<file path="src/rtl/conv_mac_pkg.sv">
// rtl/conv_mac_pkg.sv - shared widths and helpers for the conv MAC pipeline
package conv_mac_pkg;

  localparam int DEF_DIN0_WIDTH = 16;
  localparam int DEF_DIN1_WIDTH = 8;
  localparam int DEF_ACC_WIDTH  = 32;
  localparam int DEF_DOUT_WIDTH = 24;
  localparam int DEF_NUM_STAGE  = 3;
  localparam int DEF_SAT        = 1;

  // Widest accumulator the narrowing helper can handle.
  localparam int NARROW_W = 64;

  // Full-precision signed product width.
  function automatic int prod_width(input int din0_w, input int din1_w);
    return din0_w + din1_w;
  endfunction

  // Narrow a sign-extended sum to dout_w bits. Returns {ovf, value}; only
  // the low dout_w bits of value are meaningful. Overflow means the bits
  // above the result's sign bit are not a copy of it, in both modes.
  function automatic logic [NARROW_W:0] sat_narrow(
    input logic signed [NARROW_W-1:0] sum,
    input int                         dout_w,
    input bit                         sat
  );
    logic                ovf;
    logic [NARROW_W-1:0] val;
    ovf = 1'b0;
    for (int i = 0; i < NARROW_W; i++) begin
      if ((i >= dout_w - 1) && (sum[i] != sum[NARROW_W-1])) ovf = 1'b1;
    end
    val = sum;
    if (sat && ovf) begin
      for (int i = 0; i < NARROW_W; i++) begin
        val[i] = (i < dout_w - 1) ? ~sum[NARROW_W-1] : sum[NARROW_W-1];
      end
    end
    return {ovf, val};
  endfunction

endpackage

</file>
<file path="src/rtl/conv_3_mac_stage.sv">
// rtl/conv_3_mac_stage.sv - stallable operand/product register slice
module conv_3_mac_stage
  import conv_mac_pkg::*;
#(
  parameter int W = prod_width(DEF_DIN0_WIDTH, DEF_DIN1_WIDTH)
) (
  input  logic         clk,
  input  logic         rst_n,
  input  logic         en,
  input  logic [W-1:0] d_data,
  input  logic         d_valid,
  input  logic         d_last,
  input  logic         d_acc,
  output logic [W-1:0] q_data,
  output logic         q_valid,
  output logic         q_last,
  output logic         q_acc
);

  // Advance the slice only when the pipeline is not stalled.
  always_ff @(posedge clk or negedge rst_n) begin
    if (!rst_n) begin
      q_data  <= '0;
      q_valid <= 1'b0;
      q_last  <= 1'b0;
      q_acc   <= 1'b0;
    end else if (en) begin
      q_data  <= d_data;
      q_valid <= d_valid;
      q_last  <= d_last;
      q_acc   <= d_acc;
    end
  end

endmodule

</file>
<file path="src/rtl/conv_3_mac_pipe.sv">
// rtl/conv_3_mac_pipe.sv - pipelined signed MAC with pass/accumulate modes
module conv_3_mac_pipe
  import conv_mac_pkg::*;
#(
  parameter int DIN0_WIDTH = DEF_DIN0_WIDTH,
  parameter int DIN1_WIDTH = DEF_DIN1_WIDTH,
  parameter int ACC_WIDTH  = DEF_ACC_WIDTH,
  parameter int DOUT_WIDTH = DEF_DOUT_WIDTH,
  parameter int NUM_STAGE  = DEF_NUM_STAGE,
  parameter int SAT        = DEF_SAT
) (
  input  logic                         ap_clk,
  input  logic                         ap_rst_n,
  input  logic                         in_valid,
  output logic                         in_ready,
  input  logic signed [DIN0_WIDTH-1:0] din0,
  input  logic signed [DIN1_WIDTH-1:0] din1,
  input  logic                         in_last,
  input  logic                         in_acc,
  output logic                         out_valid,
  input  logic                         out_ready,
  output logic signed [DOUT_WIDTH-1:0] dout,
  output logic                         out_ovf
);

  localparam int PWID = prod_width(DIN0_WIDTH, DIN1_WIDTH);

  if (ACC_WIDTH < PWID) begin : g_chk_acc
    $error("ACC_WIDTH must be at least DIN0_WIDTH+DIN1_WIDTH");
  end
  if (ACC_WIDTH > NARROW_W) begin : g_chk_acc_max
    $error("ACC_WIDTH exceeds the narrowing helper width");
  end
  if (DOUT_WIDTH > ACC_WIDTH || DOUT_WIDTH < 1) begin : g_chk_dout
    $error("DOUT_WIDTH must be between 1 and ACC_WIDTH");
  end
  if (NUM_STAGE < 1) begin : g_chk_stage
    $error("NUM_STAGE must be at least 1");
  end

  // Stage 0 carries the raw operand pair packed as {a, b}; the multiply sits
  // between stage 0 and stage 1 so later stages carry the product instead.
  function automatic logic signed [PWID-1:0] mul_ops(input logic [PWID-1:0] ops);
    logic signed [PWID-1:0] a;
    logic signed [PWID-1:0] b;
    a = PWID'($signed(ops[PWID-1:DIN1_WIDTH]));
    b = PWID'($signed(ops[DIN1_WIDTH-1:0]));
    return a * b;
  endfunction

  logic stall;
  logic en;

  logic [PWID-1:0] st_data  [NUM_STAGE];
  logic            st_valid [NUM_STAGE];
  logic            st_last  [NUM_STAGE];
  logic            st_acc   [NUM_STAGE];

  assign stall    = out_valid & ~out_ready;
  assign en       = ~stall;
  assign in_ready = ~stall;

  for (genvar k = 0; k < NUM_STAGE; k++) begin : g_stage
    logic [PWID-1:0] d_data;
    logic            d_valid;
    logic            d_last;
    logic            d_acc;

    if (k == 0) begin : g_head
      assign d_data  = {din0, din1};
      assign d_valid = in_valid;
      assign d_last  = in_last;
      assign d_acc   = in_acc;
    end else begin : g_body
      if (k == 1) begin : g_mul
        assign d_data = mul_ops(st_data[0]);
      end else begin : g_fwd
        assign d_data = st_data[k-1];
      end
      assign d_valid = st_valid[k-1];
      assign d_last  = st_last[k-1];
      assign d_acc   = st_acc[k-1];
    end

    conv_3_mac_stage #(
      .W (PWID)
    ) u_stage (
      .clk     (ap_clk),
      .rst_n   (ap_rst_n),
      .en      (en),
      .d_data  (d_data),
      .d_valid (d_valid),
      .d_last  (d_last),
      .d_acc   (d_acc),
      .q_data  (st_data[k]),
      .q_valid (st_valid[k]),
      .q_last  (st_last[k]),
      .q_acc   (st_acc[k])
    );
  end

  logic signed [PWID-1:0]      prod_fin;
  logic signed [ACC_WIDTH-1:0] prod_ext;
  logic                        fin_valid;
  logic                        fin_last;
  logic                        fin_acc;

  if (NUM_STAGE == 1) begin : g_tail_mul
    assign prod_fin = mul_ops(st_data[0]);
  end else begin : g_tail_reg
    assign prod_fin = $signed(st_data[NUM_STAGE-1]);
  end

  assign prod_ext  = ACC_WIDTH'(prod_fin);
  assign fin_valid = st_valid[NUM_STAGE-1];
  assign fin_last  = st_last[NUM_STAGE-1];
  assign fin_acc   = st_acc[NUM_STAGE-1];

  logic signed [ACC_WIDTH-1:0] acc_q;
  logic                        first_q;
  logic signed [ACC_WIDTH-1:0] sum;
  logic                        res_valid_q;
  logic signed [ACC_WIDTH-1:0] res_sum_q;

  // Pass beats bypass the running sum; accumulate beats restart from zero
  // when the previous accumulation closed.
  always_comb begin
    sum = prod_ext;
    if (fin_acc) sum = (first_q ? '0 : acc_q) + prod_ext;
  end

  // Accumulate stage: update the running sum and latch a finished result.
  always_ff @(posedge ap_clk or negedge ap_rst_n) begin
    if (!ap_rst_n) begin
      acc_q       <= '0;
      first_q     <= 1'b1;
      res_valid_q <= 1'b0;
      res_sum_q   <= '0;
    end else if (en) begin
      res_valid_q <= 1'b0;
      if (fin_valid) begin
        if (!fin_acc) begin
          res_valid_q <= 1'b1;
          res_sum_q   <= sum;
        end else if (fin_last) begin
          res_valid_q <= 1'b1;
          res_sum_q   <= sum;
          acc_q       <= '0;
          first_q     <= 1'b1;
        end else begin
          acc_q   <= sum;
          first_q <= 1'b0;
        end
      end
    end
  end

  logic [NARROW_W:0] nar;
  assign nar = sat_narrow(NARROW_W'(res_sum_q), DOUT_WIDTH, SAT != 0);

  if (DOUT_WIDTH < NARROW_W) begin : g_nar_spare
    logic unused_nar;
    assign unused_nar = ^nar[NARROW_W-1:DOUT_WIDTH];
  end

  // Output register: load a narrowed result or drop valid once consumed.
  always_ff @(posedge ap_clk or negedge ap_rst_n) begin
    if (!ap_rst_n) begin
      out_valid <= 1'b0;
      dout      <= '0;
      out_ovf   <= 1'b0;
    end else if (en) begin
      out_valid <= res_valid_q;
      if (res_valid_q) begin
        dout    <= $signed(nar[DOUT_WIDTH-1:0]);
        out_ovf <= nar[NARROW_W];
      end
    end
  end

endmodule
</file>
<file path="config.mk">
export PLATFORM = sky130hd
export DESIGN_NAME = conv_3_mac_pipe
export DESIGN_NICKNAME = d
export VERILOG_FILES = /design/src/rtl/conv_mac_pkg.sv /design/src/rtl/conv_3_mac_stage.sv /design/src/rtl/conv_3_mac_pipe.sv
export SDC_FILE = /design/constraint.sdc
export NUM_CORES = 1
export LEC_CHECK = 0
export ABC_AREA = 1
export CORE_ASPECT_RATIO = 0.7
export CORE_MARGIN = 2
export CORE_UTILIZATION = 57
export DETAILED_ROUTE_END_ITERATION = 6
export PLACE_DENSITY = 0.78
export SKIP_CTS_REPAIR_TIMING = 1
export SLEW_MARGIN = 10
export SYNTH_ARGS = -nofsm -noshare
export SYNTH_HDL_FRONTEND = slang
export SYNTH_SLANG_ARGS = --single-unit
</file>
<file path="constraint.sdc">
create_clock -name ap_clk -period 4.7 [get_ports ap_clk]
set_input_delay 0.94 -clock ap_clk [delete_from_list [all_inputs] [get_ports ap_clk]]
set_output_delay 0.94 -clock ap_clk [all_outputs]
set_load 0.01 [all_outputs]
</file>
==> results of run 1 <==
worst max-delay path: stages (launching register included):
cell and delay [ns]:
sky130_fd_sc_hd__dfrtp_2 0.59, sky130_fd_sc_hd__nand2_1 0.14, sky130_fd_sc_hd__fa_2 0.64, sky130_fd_sc_hd__inv_1 0.11
sky130_fd_sc_hd__fa_1 0.50, sky130_fd_sc_hd__inv_1 0.06, sky130_fd_sc_hd__fa_1 0.50, sky130_fd_sc_hd__fa_1 0.56
sky130_fd_sc_hd__inv_1 0.04, sky130_fd_sc_hd__ha_1 0.35, sky130_fd_sc_hd__nand3_1 0.19, sky130_fd_sc_hd__nor2_4 0.17
sky130_fd_sc_hd__nand4_1 0.19, sky130_fd_sc_hd__nand3_1 0.17, sky130_fd_sc_hd__or2_0 0.12, sky130_fd_sc_hd__nand3_1 0.07
sky130_fd_sc_hd__nand2_1 0.10
metrics by stage:
step | std cells | worst slack, ns
final | 2374 | 0.127
after global routing | 2374 | -0.0109
after CTS | 2370 | -0.129
after detailed placement | 2339 | -0.103
after global placement | 2339 | 0.0522
after floorplan | 2014 | 0.236
area by class of cell:
cell class | instances | area (um^2) | share of cell area, %
repair buffers | 80 | 758 | 4.80
clock buffers | 19 | 443 | 2.80
flip-flops and latches | 173 | 4340 | 27.5
clock inverters | 12 | 138 | 0.871
well taps | 325 | 407 | 2.57
multi-input cells | 1340 | 8130 | 51.4
inverters | 425 | 1600 | 10.1
registers in the layout, indices dropped and copies added, names as in the netlist:
name                     count
g_stage.u_stage.q_valid      3
g_stage.u_stage.q_data      72
dout                        24
res_valid_q                  1
g_stage.u_stage.q_last       3
acc_q                       32
first_q                      1
out_valid                    1
out_ovf                      1
g_stage.u_stage.q_acc        3
res_sum_q                   32
Yosys cell counts (6+ instances only):
master and count:
sky130_fd_sc_hd__clkbuf_1 51, sky130_fd_sc_hd__a21oi_1 58, sky130_fd_sc_hd__ha_1 76, sky130_fd_sc_hd__nor2_1 151
sky130_fd_sc_hd__nand3_1 101, sky130_fd_sc_hd__o21ai_0 61, sky130_fd_sc_hd__nand2_2 9, sky130_fd_sc_hd__o21ai_2 6
sky130_fd_sc_hd__nand4_1 7, sky130_fd_sc_hd__nand2_1 674, sky130_fd_sc_hd__xnor2_1 18, sky130_fd_sc_hd__inv_1 420
sky130_fd_sc_hd__fa_1 104, sky130_fd_sc_hd__dfrtp_1 172, sky130_fd_sc_hd__o211ai_1 6, sky130_fd_sc_hd__buf_4 7
sky130_fd_sc_hd__buf_2 14, sky130_fd_sc_hd__xor2_1 10, sky130_fd_sc_hd__o22ai_1 8, sky130_fd_sc_hd__o21ai_1 12
how the worst min path moves through the flow:
stage                             startpoint                       endpoint  slack (ns)  depth (start not counted)
2_1_floorplan                    res_valid_q                      out_valid        0.44                          2
3_3_place_gp        g_stage[0].u_stage.q_acc       g_stage[1].u_stage.q_acc        0.45                          2
3_5_place_dp    g_stage[1].u_stage.q_data[2]   g_stage[2].u_stage.q_data[2]        0.46                          2
4_1_cts           g_stage[0].u_stage.q_valid     g_stage[1].u_stage.q_valid        0.48                          2
5_1_grt        g_stage[1].u_stage.q_data[12]  g_stage[2].u_stage.q_data[12]        0.50                          2
6_report        g_stage[1].u_stage.q_data[2]   g_stage[2].u_stage.q_data[2]        0.47                          2
cells in the final DEF (no fill, tap or decap), types with 8 or more instances in the layout:
cell / instances
sky130_fd_sc_hd__o21ai_1: 11
sky130_fd_sc_hd__clkbuf_16: 17
sky130_fd_sc_hd__nand2_1: 673
sky130_fd_sc_hd__xnor2_1: 18
sky130_fd_sc_hd__inv_1: 420
sky130_fd_sc_hd__nand3_1: 101
sky130_fd_sc_hd__dfrtp_1: 165
sky130_fd_sc_hd__buf_4: 22
sky130_fd_sc_hd__clkdlybuf4s50_1: 55
sky130_fd_sc_hd__fa_1: 103
sky130_fd_sc_hd__o21ai_0: 61
sky130_fd_sc_hd__nand2_2: 10
sky130_fd_sc_hd__ha_1: 75
sky130_fd_sc_hd__nor2_1: 148
sky130_fd_sc_hd__a21oi_1: 58
sky130_fd_sc_hd__o22ai_1: 8
sky130_fd_sc_hd__xor2_1: 10
cell families after synthesis:
family	count (synthesis)	synth area share (%)
xor gates and xnor gates	28	1.71
AOI/OAI and AO/OA	165	6.33
and+or+nand+nor	967	27.2
DFF	173	30.1
adders and majority gates	180	21.1
buffers and inverters	501	13.5
per-layer routing:
metal  share of wire (%)  GRT usage, %  vias up
met2                  43          43.3      417
met1                  47          41.5     5986
met4                 1.2          6.32        0
li1                    -             -     6054
met3                 8.9          6.90       38
met5                   0             0        -
==> summary.md, run 1 <==
| Metric | Value |
|---|---|
| Netlist area before placement | between 10000 and 15000 um^2 |
| Die area | approximately 27000 um^2 |
| Starting Density | 58.2% |
| Number of global-route vias before repair | 12100 |
| Final std cell area, no fill | 15800 um^2 |
| Largest cells by area after synthesis | sky130_fd_sc_hd__dfrtp_1, sky130_fd_sc_hd__nand2_1, sky130_fd_sc_hd__fa_1, sky130_fd_sc_hd__inv_1, sky130_fd_sc_hd__ha_1 |
| Max clock buf depth | 2 |
| Horiz. Die Dim | between 150 and 200 um |
| Setup total negative slack | 0 ns |
| Clock buffer count from CTS | 17 |
| Root buf cell | sky130_fd_sc_hd__clkbuf_16 |
| Number of filler instances in the final layout | 2198 |
| CP Class | reg2reg |
| Pin count of the biggest net entering global routing | 100 |
| Register-to-register path setup slack | 0.13 ns |
| Max Slew Vio Count | 0 |
| Layout cells sized above 1 | under 10% |
| Logic depth of the worst register-to-register path | 16 |
| Worst hold path class | reg2reg |
| Core box area | 24700 um^2 |
| Average detailed-routed wire length per instance | 15.0 um |
| Async set-or-reset flop fraction in the synthesized netlist | 100% |
| RePlAce Congestion | 1.03 |
| Total routing usage reported by global routing | between 20% and 30% |
| Max frequency | approximately 0.22 GHz |
| Net count of the finished layout | 2247 |
| Number of antenna violations at the first check in global routing | 0 |
| Clock insertion delay at the later pin of the skew report | approximately 0.44 ns |
| Worst Clk Skew | 0.00776 ns |
| Headroom to the max-slew limit | about a quarter |
| Aggregate routed wire length | 35700 um |
| Final hold violation count | 0 |
| Number of DRC violations after detailed-routing iteration 0 | 1101 |
| GR Overflow Total | 0 |
| CTS tree | yes |
| Required time of the critical path | 5.07 ns |
| Half-perimeter wire length of the detailed placement result | 27100 um |
| Least-Margin Pin Slew | 1.12 ns |
| Global-route wire length before repair | approximately 60000 um |
| Critical path data arrival time | roughly 5.0 ns |
| Worst reg2reg startpoint | g_stage[0].u_stage.q_data[4] |
| Remaining antenna violation count after routing | 0 |
| Biggest area consumer among synthesized cells | sky130_fd_sc_hd__dfrtp_1 |
| Critical path endpoint category | flip-flop |
| Ratio of routed vias to standard cells | around 5.3 |
| Hold_ws | ~0.47 ns |
| Crit path to | g_stage[1].u_stage.q_data[23] |
| Final worst path period need | 4.57 ns |
| Distinct cell type count after synthesis | 41 |
| Total of warnings raised by yosys | 0 |
| Placed cell area | 15100 um^2 |
| Detailed-route via count | 12500 |
| Number of H-tree branching levels | 4 |
| Vertical die dimension | between 100 and 150 um |
| Number of top-level design ports | 57 |
| Number of clock sinks | 173 |
| Worst flop-to-flop path endpoint | g_stage[1].u_stage.q_data[23] |
| Sequential area share after synthesis | 30.1% |
| Synthesized instance count | 2014 |
| Clock-pin slew on the worst setup and hold paths | roughly 0.07 ns |
| Fraction of the core area covered by cells at the end of the flow | 64.0% |
| Startpoint of the worst setup timing path | g_stage[0].u_stage.q_data[4] |
| Number of flops mapped to enable cells by yosys | 0 |
| Highest fanout seen on the critical path | 17 |
| Number of failing setup endpoints in the final timing report | 0 |
| DR pass1 iterations | 6 |
| Portion of synthesized cell area occupied by the leading cell type | between 20% and 30% |
| Synthesis-to-layout area growth | 10.0% |
| Flip-flop and latch count after synthesis | 173 |
| Number of rows created at floorplan | 48 |
| Total of buffers placed on input and output ports | 56 |
| Number of antenna diodes | 0 |
| Prevailing post-synth register cell | sky130_fd_sc_hd__dfrtp_1 |
| Post-synthesis average cell area | 7.13 um^2 |
| Startpoint type of the worst setup path | flip-flop |
| Portion of the clock cycle consumed by the worst path in the final layout | 97.3% |
| Syn nets | 2224 |
| DRC violation count after routing | 0 |
| Run status | finished, final reports clean |
| Max-Cap Viols | 0 |
Power of run 1 is not shown: default switching activity piles up to over one toggle a cycle in this logic, so the estimate is an artifact.
==> inputs of run 2 (changes only) <==
SKIP_CTS_REPAIR_TIMING = unset   (was 1)
==> run 2 against run 1 <==
  * Non-clock buffer count decreased by 1
  * First-iteration DRC count decreased by 8.6%
  * Flip-flop and latch count unchanged
  * Largest cell class unchanged
  * Highest routed layer unchanged
==> summary.md, run 2 (same netlist as run 1, synthesis figures left out) <==
| Metric | Value |
|---|---|
| CP Class | reg2reg |
| Startpoint type of the worst setup path | flip-flop |
| Number of antenna diodes | 0 |
| Required time of the critical path | 5.07 ns |
| Total routing usage reported by global routing | 28.5% |
| Number of filler instances in the final layout | 2197 |
| Flip-flop and latch area | approximately 4300 um^2 |
| Global route hottest layer | met2 |
| Clock-pin slew on the worst setup and hold paths | 0.07 ns |
| Global-route track usage on met2 | 43.3% |
| Max clock buf depth | 2 |
| Detailed-route via count | between 10000 and 15000 |
| Die area | 26500 um^2 |
| Worst Clk Skew | around 0.011 ns |
| Number of global-route vias before repair | 12100 |
| DRC violation count after routing | 0 |
| Number of top-level design ports | 57 |
| Final worst path period need | 4.60 ns |
| Most frequent cells in the layout | sky130_fd_sc_hd__nand2_1, sky130_fd_sc_hd__inv_1, sky130_fd_sc_hd__dfrtp_1 |
| Register-to-register path setup slack | roughly 0.096 ns |
| Starting Density | 58.2% |
| Placed Instances | 2339 |
| Number of rows created at floorplan | 48 |
| Half-perimeter wire length of the detailed placement result | around 27000 um |
| Final hold violation count | 0 |
| Highest fanout seen on the critical path | 9 |
| Average detailed-routed wire length per instance | roughly 15 um |
| DR pass1 iterations | 6 |
| Ratio of routed vias to standard cells | approximately 5.3 |
| Critical path endpoint category | flip-flop |
| Met3 Track Usage GR | between 6 and 7% |
| Root buf cell | sky130_fd_sc_hd__clkbuf_16 |
| Max frequency | 0.217 GHz |
| Run status | finished, final reports clean |
| Max-Cap Viols | 0 |
| Portion of the clock cycle consumed by the worst path in the final layout | 98.0% |
| Worst Hold Path Cells | 2 |
| Number of antenna violations at the first check in global routing | 0 |
| Number of clock sinks | 173 |
| Net count of the finished layout | ~2200 |
| Area of the multi-input gates | 8130 um^2 |
| CTS tree | yes |
| Logic depth of the worst register-to-register path | 16 |
| Worst flop-to-flop path endpoint | g_stage[1].u_stage.q_data[23] |
| Layout cells sized above 1 | 4.98% |
| Total of buffers placed on input and output ports | 56 |
| Least-Margin Pin Slew | roughly 1.1 ns |
| Headroom to the max-slew limit | between 20% and 30% |
| Endpoint with the worst hold slack | g_stage[2].u_stage.q_data[2] |
| Clock insertion delay at the later pin of the skew report | 0.44 ns |
| Clock buffer count from CTS | 17 |
| Core box area | around 25000 um^2 |
| Worst hold path class | reg2reg |
| Synthesis-to-layout area growth | 10.1% |
| Remaining antenna violation count after routing | 0 |
| Largest register FFs | a little over 70 |
| Number of failing setup endpoints in the final timing report | 0 |
| Vertical die dimension | 137 um |
| GR Overflow Total | 0 |
| Global-route met1 utilization | roughly 42% |
| Reg with most FFs | g_stage.u_stage.q_data |
| RePlAce Congestion | just over 1 |
| Regs by FF count | g_stage.u_stage.q_data: 72 flops, acc_q: 32 flops, res_sum_q: 32 flops |
| Max Slew Vio Count | 0 |
| Aggregate routed wire length | 35700 um |
| Worst reg2reg startpoint | g_stage[0].u_stage.q_data[23] |
| Horiz. Die Dim | 194 um |
| Unrepaired setup endpoints after global routing | false |
| Setup total negative slack | 0 ns |
| Critical path data arrival time | 4.98 ns |
| Global-route wire length before repair | 60200 um |
| Final Instance Count excl. Fillers | ~2400 |
| Worst Hold Launch | g_stage[1].u_stage.q_data[2] |
| Number of H-tree branching levels | 4 |
| Most common cell after layout, fill and taps aside | sky130_fd_sc_hd__nand2_1 |
| Pin count of the biggest net entering global routing | 100 |
| Number of DRC violations after detailed-routing iteration 0 | 1006 |
[run 2: cell count changes in the layout (fill, tap and decap cells not counted), sizes merged]
cell  previous run  this run
buf             25        24
[run 2: worst max path at each step]
stage                                  startpoint                       endpoint  slack, ns
detailed placement   g_stage[0].u_stage.q_data[4]  g_stage[1].u_stage.q_data[23]      -0.10
CTS                  g_stage[0].u_stage.q_data[6]  g_stage[1].u_stage.q_data[19]      0.007
global route        g_stage[0].u_stage.q_data[23]  g_stage[1].u_stage.q_data[23]      0.002
finish              g_stage[0].u_stage.q_data[23]  g_stage[1].u_stage.q_data[23]        0.1
floorplan            g_stage[0].u_stage.q_data[2]  g_stage[1].u_stage.q_data[23]       0.24
global placement     g_stage[0].u_stage.q_data[4]  g_stage[1].u_stage.q_data[23]       0.05
[run 2: critical path: stages (launching register included)]
cell                      delay (ns)
sky130_fd_sc_hd__dfrtp_2        0.47
sky130_fd_sc_hd__nand2_1        0.19
sky130_fd_sc_hd__fa_2           0.71
sky130_fd_sc_hd__inv_1          0.11
sky130_fd_sc_hd__fa_1           0.50
sky130_fd_sc_hd__inv_1          0.06
sky130_fd_sc_hd__fa_1           0.50
sky130_fd_sc_hd__fa_1           0.56
sky130_fd_sc_hd__inv_1          0.04
sky130_fd_sc_hd__ha_1           0.35
sky130_fd_sc_hd__nand3_1        0.19
sky130_fd_sc_hd__nor2_4         0.17
sky130_fd_sc_hd__nand4_1        0.20
sky130_fd_sc_hd__nand3_1        0.18
sky130_fd_sc_hd__or2_0          0.12
sky130_fd_sc_hd__nand3_1        0.07
sky130_fd_sc_hd__nand2_1        0.10
[run 2: what timing repair did]
| action | CTS | global route |
|---|---|---|
| setup buffers | 0 | 3 |
| hold buffers | 0 | 0 |
| resized for setup | 4 | 14 |
| endpoints found under the setup margin | 2 | 12 |
[run 2: metal layers]
layer	wire length, um	up-vias
li1	-	6049
met1	16900	5983
met2	15300	420
met3	3070	35
met4	412	0
met5	0	-
[run 2: final cells by class]
type,instances,share of cell area [%]
multi-input combinational,1340,51.4
sequential,173,27.5
inverter,425,10.1
timing repair buffer,79,4.83
clock buffer,19,2.80
tap,325,2.57
clock inverter,12,0.870
[run 2: through the flow]
step / util [%] / instance area, um^2 / setup slack, ns / hold slack, ns
after global placement: 61.3 / 15100 / 0.0522 / 0.452
after global routing: 64.1 / 15800 / 0.00160 / 0.501
after CTS: 63.7 / 15700 / 0.00668 / 0.477
after detailed placement: 61.3 / 15100 / -0.103 / 0.461
after floorplan: - / 14400 / 0.236 / 0.442
final: 64.1 / 15800 / 0.0961 / 0.472
Power of run 2 is left out for the same reason.
==> inputs of run 3 (changes only) <==
MAX_ROUTING_LAYER = met4   (was unset)
==> run 3 against run 2 <==
  * Die area stayed put
  * Worst setup slack improved by 0.11 ns
  * Non-clock buffer count up 14
  * Sequential share of layout area shrank 0.11 points
  * Cell count rose by 0.63%
  * Largest cell class unchanged
==> summary.md, run 3 (same netlist as run 1, synthesis figures left out) <==
| Metric | Value |
|---|---|
| Most frequent cells in the layout | sky130_fd_sc_hd__nand2_1, sky130_fd_sc_hd__inv_1, sky130_fd_sc_hd__dfrtp_1 |
| Number of rows created at floorplan | 48 |
| Worst Hold Launch | g_stage[1].u_stage.q_data[14] |
| Remaining antenna violation count after routing | 0 |
| CP Class | reg2reg |
| Clock buffer count from CTS | 17 |
| Fraction of the core area covered by cells at the end of the flow | 64.4% |
| Starting Density | between 50% and 60% |
| Final worst path period need | 4.49 ns |
| Synthesis-to-layout area growth | 10.6% |
| Core box area | 24700 um^2 |
| Max frequency | 0.223 GHz |
| Number of failing setup endpoints in the final timing report | 0 |
| Worst reg2reg startpoint | g_stage[0].u_stage.q_data[2] |
| Library cell appearing most often on the critical path | sky130_fd_sc_hd__nand2_1 |
| Portion of the clock cycle consumed by the worst path in the final layout | roughly 96% |
| Worst flop-to-flop path endpoint | g_stage[1].u_stage.q_data[19] |
| Max Slew Vio Count | 0 |
| Max-Cap Viols | 0 |
| Clock insertion delay at the later pin of the skew report | 0.44 ns |
| Worst Hold Path Cells | 2 |
| Critical path cell sequence | buf_6 > nand2_1 > fa_1 > fa_1 > inv_1 > fa_1 > inv_1 > fa_1 > inv_1 > ha_1 > nand2_1 > nor2_4 > a21oi_2 > o21ai_2 > nand2_1 > nand2_1 > nand2_1 > nand3_1 > nand2_1 |
| Number of H-tree branching levels | 4 |
| Cell type of the slowest stage on the worst timing path | sky130_fd_sc_hd__fa_1 |
| Number of antenna violations at the first check in global routing | 1 |
| Worst Clk Skew | 0.0100 ns |
| Number of clock sinks | 173 |
| Average detailed-routed wire length per instance | 15.6 um |
| Final Instance Count excl. Fillers | 2388 |
| Logic depth of the worst register-to-register path | 19 |
| Net count of the finished layout | 2260 |
| Buf/Inv on CP | 4 |
| Number of antenna diodes | 0 |
| Number of top-level design ports | 57 |
| Root buf cell | sky130_fd_sc_hd__clkbuf_16 |
| DR pass1 iterations | 7 |
| Register-to-register path setup slack | 0.21 ns |
| Reg with most FFs | g_stage.u_stage.q_data |
| Number of filler instances in the final layout | 2252 |
| Number of global-route vias before repair | 12100 |
| Headroom to the max-slew limit | 19.4% |
| Ratio of routed vias to standard cells | between 5 and 6 |
| Half-perimeter wire length of the detailed placement result | 28700 um |
| Placed Instances | 2353 |
| Critical path's largest stage delay | 0.55 ns |
| Final hold violation count | 0 |
| Highest fanout seen on the critical path | 12 |
| Critical path endpoint category | flip-flop |
| Die area | roughly 27000 um^2 |
| Detailed-route via count | 12400 |
| CTS tree | yes |
| Global-route wire length before repair | between 60000 and 70000 um |
| Critical path data arrival time | 4.82 ns |
| Horiz. Die Dim | 194 um |
| Pin count of the biggest net entering global routing | 110 |
| Vertical die dimension | 137 um |
| Regs by FF count | g_stage.u_stage.q_data: 72 flops, acc_q: 32 flops, res_sum_q: 32 flops |
| DRC violation count after routing | 0 |
| Total routing usage reported by global routing | 30.3% |
| Max clock buf depth | 2 |
| Required time of the critical path | 5.02 ns |
| Startpoint type of the worst setup path | flip-flop |
| Run status | finished, final reports clean |
| Total of buffers placed on input and output ports | 56 |
| Family with the most delay on the worst path | adder cells |
| Unrepaired setup endpoints after global routing | true |
| Number of buffers added to fix hold violations after cts | 0 |
| Most common cell after layout, fill and taps aside | sky130_fd_sc_hd__nand2_1 |
| Largest register FFs | 72 |
| Aggregate routed wire length | between 30000 and 40000 um |
| Layout cells sized above 1 | between 5 and 6% |
| Endpoint with the worst hold slack | g_stage[2].u_stage.q_data[14] |
| Worst hold path class | reg2reg |
| Clock-pin slew on the worst setup and hold paths | 0.07 ns |
| Least-Margin Pin Slew | 1.21 ns |
| RePlAce Congestion | 0.952 |
| Number of DRC violations after detailed-routing iteration 0 | 917 |
| GR Overflow Total | 0 |
-- run 3: cell types whose count changed in the layout (fill, tap and decap cells not counted), sizes merged --
cell	delta
bufinv	-2
clkbuf	+1
clkinv	+4
inv	-2
buf	+14
-- run 3: how the worst max path moves through the flow --
stage	startpoint	endpoint	slack, ns	depth (start not counted)
after CTS	g_stage[0].u_stage.q_data[0]	g_stage[1].u_stage.q_data[19]	0.004	18
final	g_stage[0].u_stage.q_data[2]	g_stage[1].u_stage.q_data[19]	0.21	19
after detailed placement	g_stage[0].u_stage.q_data[3]	g_stage[1].u_stage.q_data[19]	0.02	19
after global routing	g_stage[0].u_stage.q_data[5]	g_stage[1].u_stage.q_data[19]	-0.05	19
after floorplan	g_stage[0].u_stage.q_data[2]	g_stage[1].u_stage.q_data[23]	0.24	18
after global placement	g_stage[0].u_stage.q_data[0]	g_stage[1].u_stage.q_data[19]	0.10	18
-- run 3: layout make-up --
type / instances / area, um^2 / share of cell area (%)
multi-input cells: 1340 / 8120 / 51.1
flip-flops and latches: 173 / 4340 / 27.3
inverters: 425 / 1600 / 10.0
repair buffers: 93 / 868 / 5.47
clock buffers: 20 / 457 / 2.88
well taps: 325 / 407 / 2.56
clock inverters: 12 / 88.8 / 0.559
-- run 3: routing by layer --
metal	up-vias	part of all wire (%)	global-route usage, %
met5	-	0	-
met4	0	1.1	5.60
met3	26	8.1	6.60
met2	353	41	43.5
met1	5928	50	44.6
li1	6061	-	-
-- run 3: what timing repair did --
action	4_1_cts	5_1_grt
buffers inserted	0	3
gates resized for setup	0	21
endpoints found under the setup margin	0	14
-- run 3: worst min-delay path, stage by stage (launching register included) --
cell	delay (ns)
sky130_fd_sc_hd__dfrtp_1	0.34
sky130_fd_sc_hd__nand2_1	0.05
sky130_fd_sc_hd__nand2_1	0.04
-- run 3: through the flow --
step	setup TNS (ns)	worst slack, ns	instance area, um^2	hold slack [ns]
floorplan	0	0.236	14400	0.442
global placement	0	0.102	15300	0.450
detailed placement	0	0.0228	15300	0.452
CTS	0	0.00401	15800	0.467
global route	-0.0483	-0.0483	15900	0.499
finish	0	0.206	15900	0.467
Power of run 3 is left out for the same reason.
